**config.mk**
```make
export PLATFORM = sky130hd
export DESIGN_NAME = addr_unit_flat
export DESIGN_NICKNAME = d
export VERILOG_FILES = /design/src/rtl/addr_unit_if.sv /design/src/rtl/addr_unit.sv /design/src/flat_wrapper.sv
export SDC_FILE = /design/constraint.sdc
export NUM_CORES = 1
export LEC_CHECK = 0
export BUFFER_PORTS_ARGS = -buffer_cell sky130_fd_sc_hd__buf_2
export CAP_MARGIN = 20
export CORE_MARGIN = 2
export CORE_UTILIZATION = 49
export DETAILED_ROUTE_END_ITERATION = 12
export GPL_TIMING_DRIVEN = 0
export PLACE_DENSITY = 0.8
export SYNTH_ARGS = -nofsm -noshare
export SYNTH_HDL_FRONTEND = slang
export SYNTH_SLANG_ARGS = --single-unit
```
**constraint.sdc**
```tcl
create_clock -name clk -period 1.66 [get_ports clk]
set_input_delay 0.249 -clock clk [delete_from_list [all_inputs] [get_ports clk]]
set_output_delay 0.249 -clock clk [all_outputs]
set_load 0.01 [all_outputs]
```
**src/rtl/addr_unit_if.sv**
```systemverilog
// Strobe and address/data bundle between the microcoded controller and the address unit.
// The controller side uses the master modport; addr_unit uses the slave modport.
interface addr_unit_if;
    logic [7:0]  bus_in;
    logic        mreg_h_load;
    logic        mreg_l_load;
    logic        cnt_en;
    logic        cnt_wr;
    logic        cnt_l_out;
    logic        cnt_h_out;
    logic        ram_read_pc;
    logic        ram_read_mreg;
    logic        ram_write;
    logic        halt;
    logic [15:0] addr;
    logic [7:0]  bus_out;
    logic        bus_out_en;
    logic [15:0] pc;
    logic [15:0] mreg;
    logic        halted;
    logic        pc_wrap;
    logic        strobe_err;

    modport master (
        output bus_in, mreg_h_load, mreg_l_load, cnt_en, cnt_wr, cnt_l_out,
               cnt_h_out, ram_read_pc, ram_read_mreg, ram_write, halt,
        input  addr, bus_out, bus_out_en, pc, mreg, halted, pc_wrap, strobe_err
    );

    modport slave (
        input  bus_in, mreg_h_load, mreg_l_load, cnt_en, cnt_wr, cnt_l_out,
               cnt_h_out, ram_read_pc, ram_read_mreg, ram_write, halt,
        output addr, bus_out, bus_out_en, pc, mreg, halted, pc_wrap, strobe_err
    );
endinterface

```
**src/rtl/addr_unit.sv**
```systemverilog
// Program counter and memory address register of the 8-bit core, with RAM address mux,
// PC byte output, sticky halt, PC wrap pulse and sticky illegal-strobe detection.
module addr_unit #(
    parameter logic [15:0] RESET_VECTOR = 16'h0000
) (
    input logic        clk,
    input logic        reset,
    addr_unit_if.slave au
);
    logic [15:0] pc_q;
    logic [15:0] mreg_q;
    logic        halted_q;
    logic        wrap_q;
    logic        err_q;
    logic        bad_strobe;

    assign bad_strobe = (au.ram_read_pc & (au.ram_read_mreg | au.ram_write))
                      | (au.cnt_l_out & au.cnt_h_out)
                      | (au.ram_read_mreg & au.ram_write);

    always_ff @(posedge clk or negedge reset) begin
        if (!reset) begin
            pc_q     <= RESET_VECTOR;
            mreg_q   <= 16'h0000;
            halted_q <= 1'b0;
            wrap_q   <= 1'b0;
            err_q    <= 1'b0;
        end else begin
            wrap_q <= 1'b0;
            if (au.halt)
                halted_q <= 1'b1;
            if (bad_strobe)
                err_q <= 1'b1;
            if (!halted_q) begin
                // Jump takes the MREG value from before this edge and beats the increment.
                if (au.cnt_wr) begin
                    pc_q <= mreg_q;
                end else if (au.cnt_en) begin
                    pc_q   <= pc_q + 16'd1;
                    wrap_q <= (pc_q == 16'hFFFF);
                end
                if (au.mreg_h_load)
                    mreg_q[15:8] <= au.bus_in;
                if (au.mreg_l_load)
                    mreg_q[7:0] <= au.bus_in;
            end
        end
    end

    always_comb begin
        au.addr = pc_q;
        if (au.ram_read_pc)
            au.addr = pc_q;
        else if (au.ram_read_mreg || au.ram_write)
            au.addr = mreg_q;
    end

    always_comb begin
        au.bus_out    = 8'h00;
        au.bus_out_en = 1'b0;
        if (au.cnt_l_out) begin
            au.bus_out    = pc_q[7:0];
            au.bus_out_en = 1'b1;
        end else if (au.cnt_h_out) begin
            au.bus_out    = pc_q[15:8];
            au.bus_out_en = 1'b1;
        end
    end

    assign au.pc         = pc_q;
    assign au.mreg       = mreg_q;
    assign au.halted     = halted_q;
    assign au.pc_wrap    = wrap_q;
    assign au.strobe_err = err_q;
endmodule

```
**src/flat_wrapper.sv**
```systemverilog
// flat-port wrapper written by rule: the top's interface ports become plain ports
module addr_unit_flat 
#(
    parameter logic [15:0] RESET_VECTOR = 16'h0000
)
  (clk, reset, au_bus_in, au_mreg_h_load, au_mreg_l_load, au_cnt_en, au_cnt_wr, au_cnt_l_out, au_cnt_h_out, au_ram_read_pc, au_ram_read_mreg, au_ram_write, au_halt, au_addr, au_bus_out, au_bus_out_en, au_pc, au_mreg, au_halted, au_pc_wrap, au_strobe_err);
  addr_unit_if au_i ();
  input logic clk;
  input logic reset;
  input wire logic [$bits(au_i.bus_in)-1:0] au_bus_in;
  input wire logic [$bits(au_i.mreg_h_load)-1:0] au_mreg_h_load;
  input wire logic [$bits(au_i.mreg_l_load)-1:0] au_mreg_l_load;
  input wire logic [$bits(au_i.cnt_en)-1:0] au_cnt_en;
  input wire logic [$bits(au_i.cnt_wr)-1:0] au_cnt_wr;
  input wire logic [$bits(au_i.cnt_l_out)-1:0] au_cnt_l_out;
  input wire logic [$bits(au_i.cnt_h_out)-1:0] au_cnt_h_out;
  input wire logic [$bits(au_i.ram_read_pc)-1:0] au_ram_read_pc;
  input wire logic [$bits(au_i.ram_read_mreg)-1:0] au_ram_read_mreg;
  input wire logic [$bits(au_i.ram_write)-1:0] au_ram_write;
  input wire logic [$bits(au_i.halt)-1:0] au_halt;
  output wire logic [$bits(au_i.addr)-1:0] au_addr;
  output wire logic [$bits(au_i.bus_out)-1:0] au_bus_out;
  output wire logic [$bits(au_i.bus_out_en)-1:0] au_bus_out_en;
  output wire logic [$bits(au_i.pc)-1:0] au_pc;
  output wire logic [$bits(au_i.mreg)-1:0] au_mreg;
  output wire logic [$bits(au_i.halted)-1:0] au_halted;
  output wire logic [$bits(au_i.pc_wrap)-1:0] au_pc_wrap;
  output wire logic [$bits(au_i.strobe_err)-1:0] au_strobe_err;
  assign au_i.bus_in = au_bus_in;
  assign au_i.mreg_h_load = au_mreg_h_load;
  assign au_i.mreg_l_load = au_mreg_l_load;
  assign au_i.cnt_en = au_cnt_en;
  assign au_i.cnt_wr = au_cnt_wr;
  assign au_i.cnt_l_out = au_cnt_l_out;
  assign au_i.cnt_h_out = au_cnt_h_out;
  assign au_i.ram_read_pc = au_ram_read_pc;
  assign au_i.ram_read_mreg = au_ram_read_mreg;
  assign au_i.ram_write = au_ram_write;
  assign au_i.halt = au_halt;
  assign au_addr = au_i.addr;
  assign au_bus_out = au_i.bus_out;
  assign au_bus_out_en = au_i.bus_out_en;
  assign au_pc = au_i.pc;
  assign au_mreg = au_i.mreg;
  assign au_halted = au_i.halted;
  assign au_pc_wrap = au_i.pc_wrap;
  assign au_strobe_err = au_i.strobe_err;
  addr_unit #(.RESET_VECTOR(RESET_VECTOR)) u_core (.clk(clk), .reset(reset), .au(au_i));
endmodule
```
[Yosys cells after proc, flatten, opt, wreduce, memory -nomap -nowiden]
Index checks and enable logic that the tools add are counted.
Word-level totals
  ROM bits: 0
  input bits: 20
  latch bits: 0
  memories kept: 0
  flip-flop bits (word level): 35
  memory bits (writable): 0
Operators by class
  div/mod/pow operators: 0
  mux-type cells: 11
  equal/unequal tests: 1
  bitwise gates (word level): 7
  reductions and logical operators: 5
  multiply operators: 0
  add/sub/neg operators: 1
  magnitude comparators: 0
  shift-type cells: 0
Operators with widths (count)
  16-bit 2-to-1 mux: 4
  16-bit by 1-bit adder with 16-bit output (second input constant): 1
  16-bit equality test (second input constant): 1
  8-bit 2-to-1 mux: 2
  2-bit AND reduction: 3
  1-bit 2-to-1 mux: 5
  1-bit AND: 3
  1-bit OR: 3
  2-bit nonzero test: 1
  1-bit logical OR: 1
  1-bit NOT: 1

[Depth between registers and ports, before layout]
  depth in word-level cells: 4
  depth in mapped cells: 5
  depth with buffers taken out: 5

[Worst setup path after synthesis]
OpenSTA, ideal clock, no wires.
  path type: flip-flop to flip-flop
  start: register u_core.pc_q[0] (netlist: u_core.au.pc[0])
  end: register u_core.pc_q[10] (netlist: u_core.au.pc[10])
  arrival: 1.477 ns
  cell stages (with the launch flop): 6
  period minus slack after synthesis: 1.598 ns
  path buffers: 0
  setup time: 0.121 ns
  path slack: 0.062 ns
  cell sequence: dfrtp_1 > ha_1 > nand4_1 > nor3_1 > a2bb2oi_1 > o22a_1
On the way
  cells in the longest elaborated chain, start to end: 3
RTL lines
  start, declared: RTL line addr_unit.sv:10  | logic [15:0] pc_q;
  start signal, assigned: RTL line addr_unit.sv:37  | pc_q <= mreg_q;
  start signal, assigned: RTL line addr_unit.sv:39  | pc_q <= pc_q + 16'd1;
  16-bit by 1-bit adder with 16-bit output: RTL line addr_unit.sv:39
  16-bit 2-to-1 mux: RTL line addr_unit.sv:38  | end else if (au.cnt_en) begin
  16-bit 2-to-1 mux: RTL line addr_unit.sv:36  | if (au.cnt_wr) begin
No other way between the ends. The select of a mux whose other input is x is not followed.
A chain may end at the register's enable or synchronous reset.

[Final worst setup path]
  start: register u_core.pc_q[2] (netlist: u_core.au.pc[2])
  end: output port au_addr[2]
On the way
  cells in the longest elaborated chain, start to end: 2
RTL lines
  16-bit 2-to-1 mux: RTL line addr_unit.sv:54  | else if (au.ram_read_mreg || au.ram_write)
  16-bit 2-to-1 mux *: RTL line addr_unit.sv:52  | if (au.ram_read_pc)
  end, declared: RTL line flat_wrapper.sv:21  | output wire logic [$bits(au_i.addr)-1:0] au_addr;
Every way passes the cells marked *; elsewhere a longest branch is shown, timed or not.

==> impl_metrics.json <==
{
  "final.setup.worst_slack_ps": 91.9,
  "max_freq_ghz": 0.638,
  "cp-start-kind": "flop",
  "maxCapViolations": 0,
  "final.min_clock_period_ps": 1570,
  "status": "finished, final reports clean",
  "track_usage_pct": 26.6,
  "ant_nets": 0,
  "cts_tree": "yes",
  "cts.sinks": 35,
  "die_w_um": 68.9,
  "required_ps": 1410,
  "critPathMaxStageDelay_ps": 430,
  "synth_top_flop_cell": "dfrtp_1",
  "die_h_um": 68.9,
  "synthDistinctLibCells": 44,
  "syn_area_sq_mm": 0.00206,
  "crit_type": "reg -> out",
  "crit_top_cell": "buf_2",
  "syn_to_final_growth_pct": 30.5,
  "fin_area_sq_mm": 0.00270,
  "cp.arrival_ps": 1320,
  "grt-ovfl-total": 0,
  "yosys.area_share.simple_pct": 15.3,
  "synthesis.instances": 205,
  "vias_per_cell": 6.02,
  "yosysWarnings": 0,
  "power.total_mw": 2.29,
  "hpwl_um": 4340,
  "insertion_delay_ps": 290,
  "first_iter_violations": 270,
  "dr_total_vias": 2088,
  "syn_avg_cell_area_sq_um": 10.1,
  "antenna_found_initial": 0,
  "synth_top_family_by_area": "compound AO/OA/AOI/OAI gates",
  "port_buffers": 79,
  "path_delay_family": "flip-flops",
  "die_area_sq_mm": 0.00475,
  "hold_buffers": 0,
  "skew_ps": 5.29,
  "end_kind": "primary output",
  "fin_cells": 347,
  "cp_cell_sequence": "buf_2 > mux2_2 > buf_2",
  "tns_ps": 0,
  "nFillCells": 331,
  "holdWs_ps": 27.6,
  "syn-num-nets": 226,
  "slew_violations": 0,
  "tightest_slew_ps": 760,
  "crit_fanout": 10,
  "grt_pass1_vias": 1800,
  "synth_compound_area_share_pct": 19.3,
  "clockRootBuffer": "clkbuf_8",
  "cts_made_buffers": 5,
  "mostFrequentLayoutCells": "buf_2, dfrtp_1, mux2_2",
  "finalSetupViolCount": 0,
  "fin_util_pct": 66.9,
  "slew-limit-headroom_pct": 49.4,
  "num_antenna_cells": 0,
  "rows": 23,
  "drive_gt1_share_pct": 48.5,
  "boundaryPins": 80,
  "wirelength_um": 6010,
  "yosys.area_share.xor_xnor_pct": 0,
  "vdd_ir_drop_max_mv": 0.575,
  "layout.nets": 317,
  "rsz0062_at_grt": "no",
  "wl_per_cell_um": 17.3,
  "placed_area_sq_mm": 0.00252,
  "fin_crit_sh_pct": 94.5,
  "worst-path-buf-inv": 2,
  "drc": 0,
  "p_leak_nw": 1.26,
  "core_sq_mm": 0.00403,
  "synth_edf_count": 0,
  "grt_max_degree": 36,
  "first_pass_iters": 4,
  "hold_viol": 0,
  "synthMuxAreaShare_pct": 18.4,
  "power.density_mw_per_mm2": 850,
  "dp.cells": 334,
  "grt_pass1_wl_um": 9060,
  "start_util_pct": 51.2,
  "cpMaxStageDelayCell": "dfrtp_1",
  "cts-htree-levels": 2,
  "gp_congestion": 0.915,
  "clk_pin_slew_ps": 70,
  "worstHoldPathType": "in -> async",
  "clk_path_buf_depth": 2,
  "async_flop_share_pct": 100,
  "yosysSeqAreaShare_pct": 42.4,
  "final_common_cell": "buf_2",
  "ys_seq_elements": 35,
  "synth_fa_ha_area_share_pct": 0.606,
  "pre_cts_ws_ps": -332
}
timing repair:
item | CTS | global route
setup endpoints to repair | 14 | 8
setup buffers | 1 | 4
pin swaps | 1 | 1
resized for setup | 6 | 3
cells in the mapped netlist, types with 5 or more instances:
library cell | n | area [sq um]
dfrtp_1 | 35 | 876
mux2_2 | 32 | 360
a21oi_1 | 13 | 65.1
nor2_1 | 13 | 48.8
o21ai_0 | 13 | 65.1
nand2_1 | 12 | 45.0
a22o_1 | 7 | 61.3
nand3_1 | 7 | 35.0
nand4_1 | 6 | 37.5
clkbuf_1 | 5 | 18.8
o22ai_1 | 5 | 31.3
routing by layer:
layer  track usage (%)  wire length (um)  vias up
met5                 0                 0        -
met3              4.87               611       17
li1                  -                 -      962
met2              40.9              2870      121
met4              11.0               110        0
met1              37.0              2410      988
registers in the layout, summed over array words and instances (netlist names):
signal and cells:
u_core.au.pc 16, u_core.au.halted 1, u_core.au.pc_wrap 1, u_core.au.mreg 16, u_core.au.strobe_err 1
final timing paths:
path                       slack (ps)                             start  depth (start not counted)                                to
max                                90       u_core.au.pc[2]$_DFFE_PN0P_                          3                        au_addr[2]
min                                30                             reset                          1       u_core.au.pc[2]$_DFFE_PN0P_
min reg2reg                       490  u_core.au.strobe_err$_DFFE_PN0P_                          2  u_core.au.strobe_err$_DFFE_PN0P_
max reg2reg                       100       u_core.au.pc[0]$_DFFE_PN0P_                          5      u_core.au.pc[10]$_DFFE_PN0P_
min in group clk                  150                           au_halt                          2      u_core.au.halted$_DFFE_PN0P_
max in group asynchronous        1110                             reset                          1       u_core.au.pc[0]$_DFFE_PN0P_
layout make-up:
| type | instances | area [sq um] | area share, % |
|---|---|---|---|
| Inverter | 4 | 15.0 | 0.557 |
| Buffer | 12 | 67.6 | 2.51 |
| Tap cell | 50 | 62.6 | 2.32 |
| Timing Repair Buffer | 84 | 433 | 16.1 |
| Multi-Input combinational cell | 154 | 1140 | 42.2 |
| Sequential cell | 35 | 878 | 32.6 |
| Clock buffer | 8 | 100 | 3.71 |
cells by family after synthesis:
family          after synthesis
simple gates                 61
compound gates               58
flops                        35
mux                          34
buf+inv                      16
fa+ha+maj                     1
power by group:
part | leakage [nW] | total [mW] | internal [mW] | switching (mW)
Combinational | 0.773 | 0.564 | 0.281 | 0.283
Sequential | 0.434 | 1.05 | 0.933 | 0.121
Clock | 0.0515 | 0.673 | 0.379 | 0.295
(Power assumes the default switching activity.)
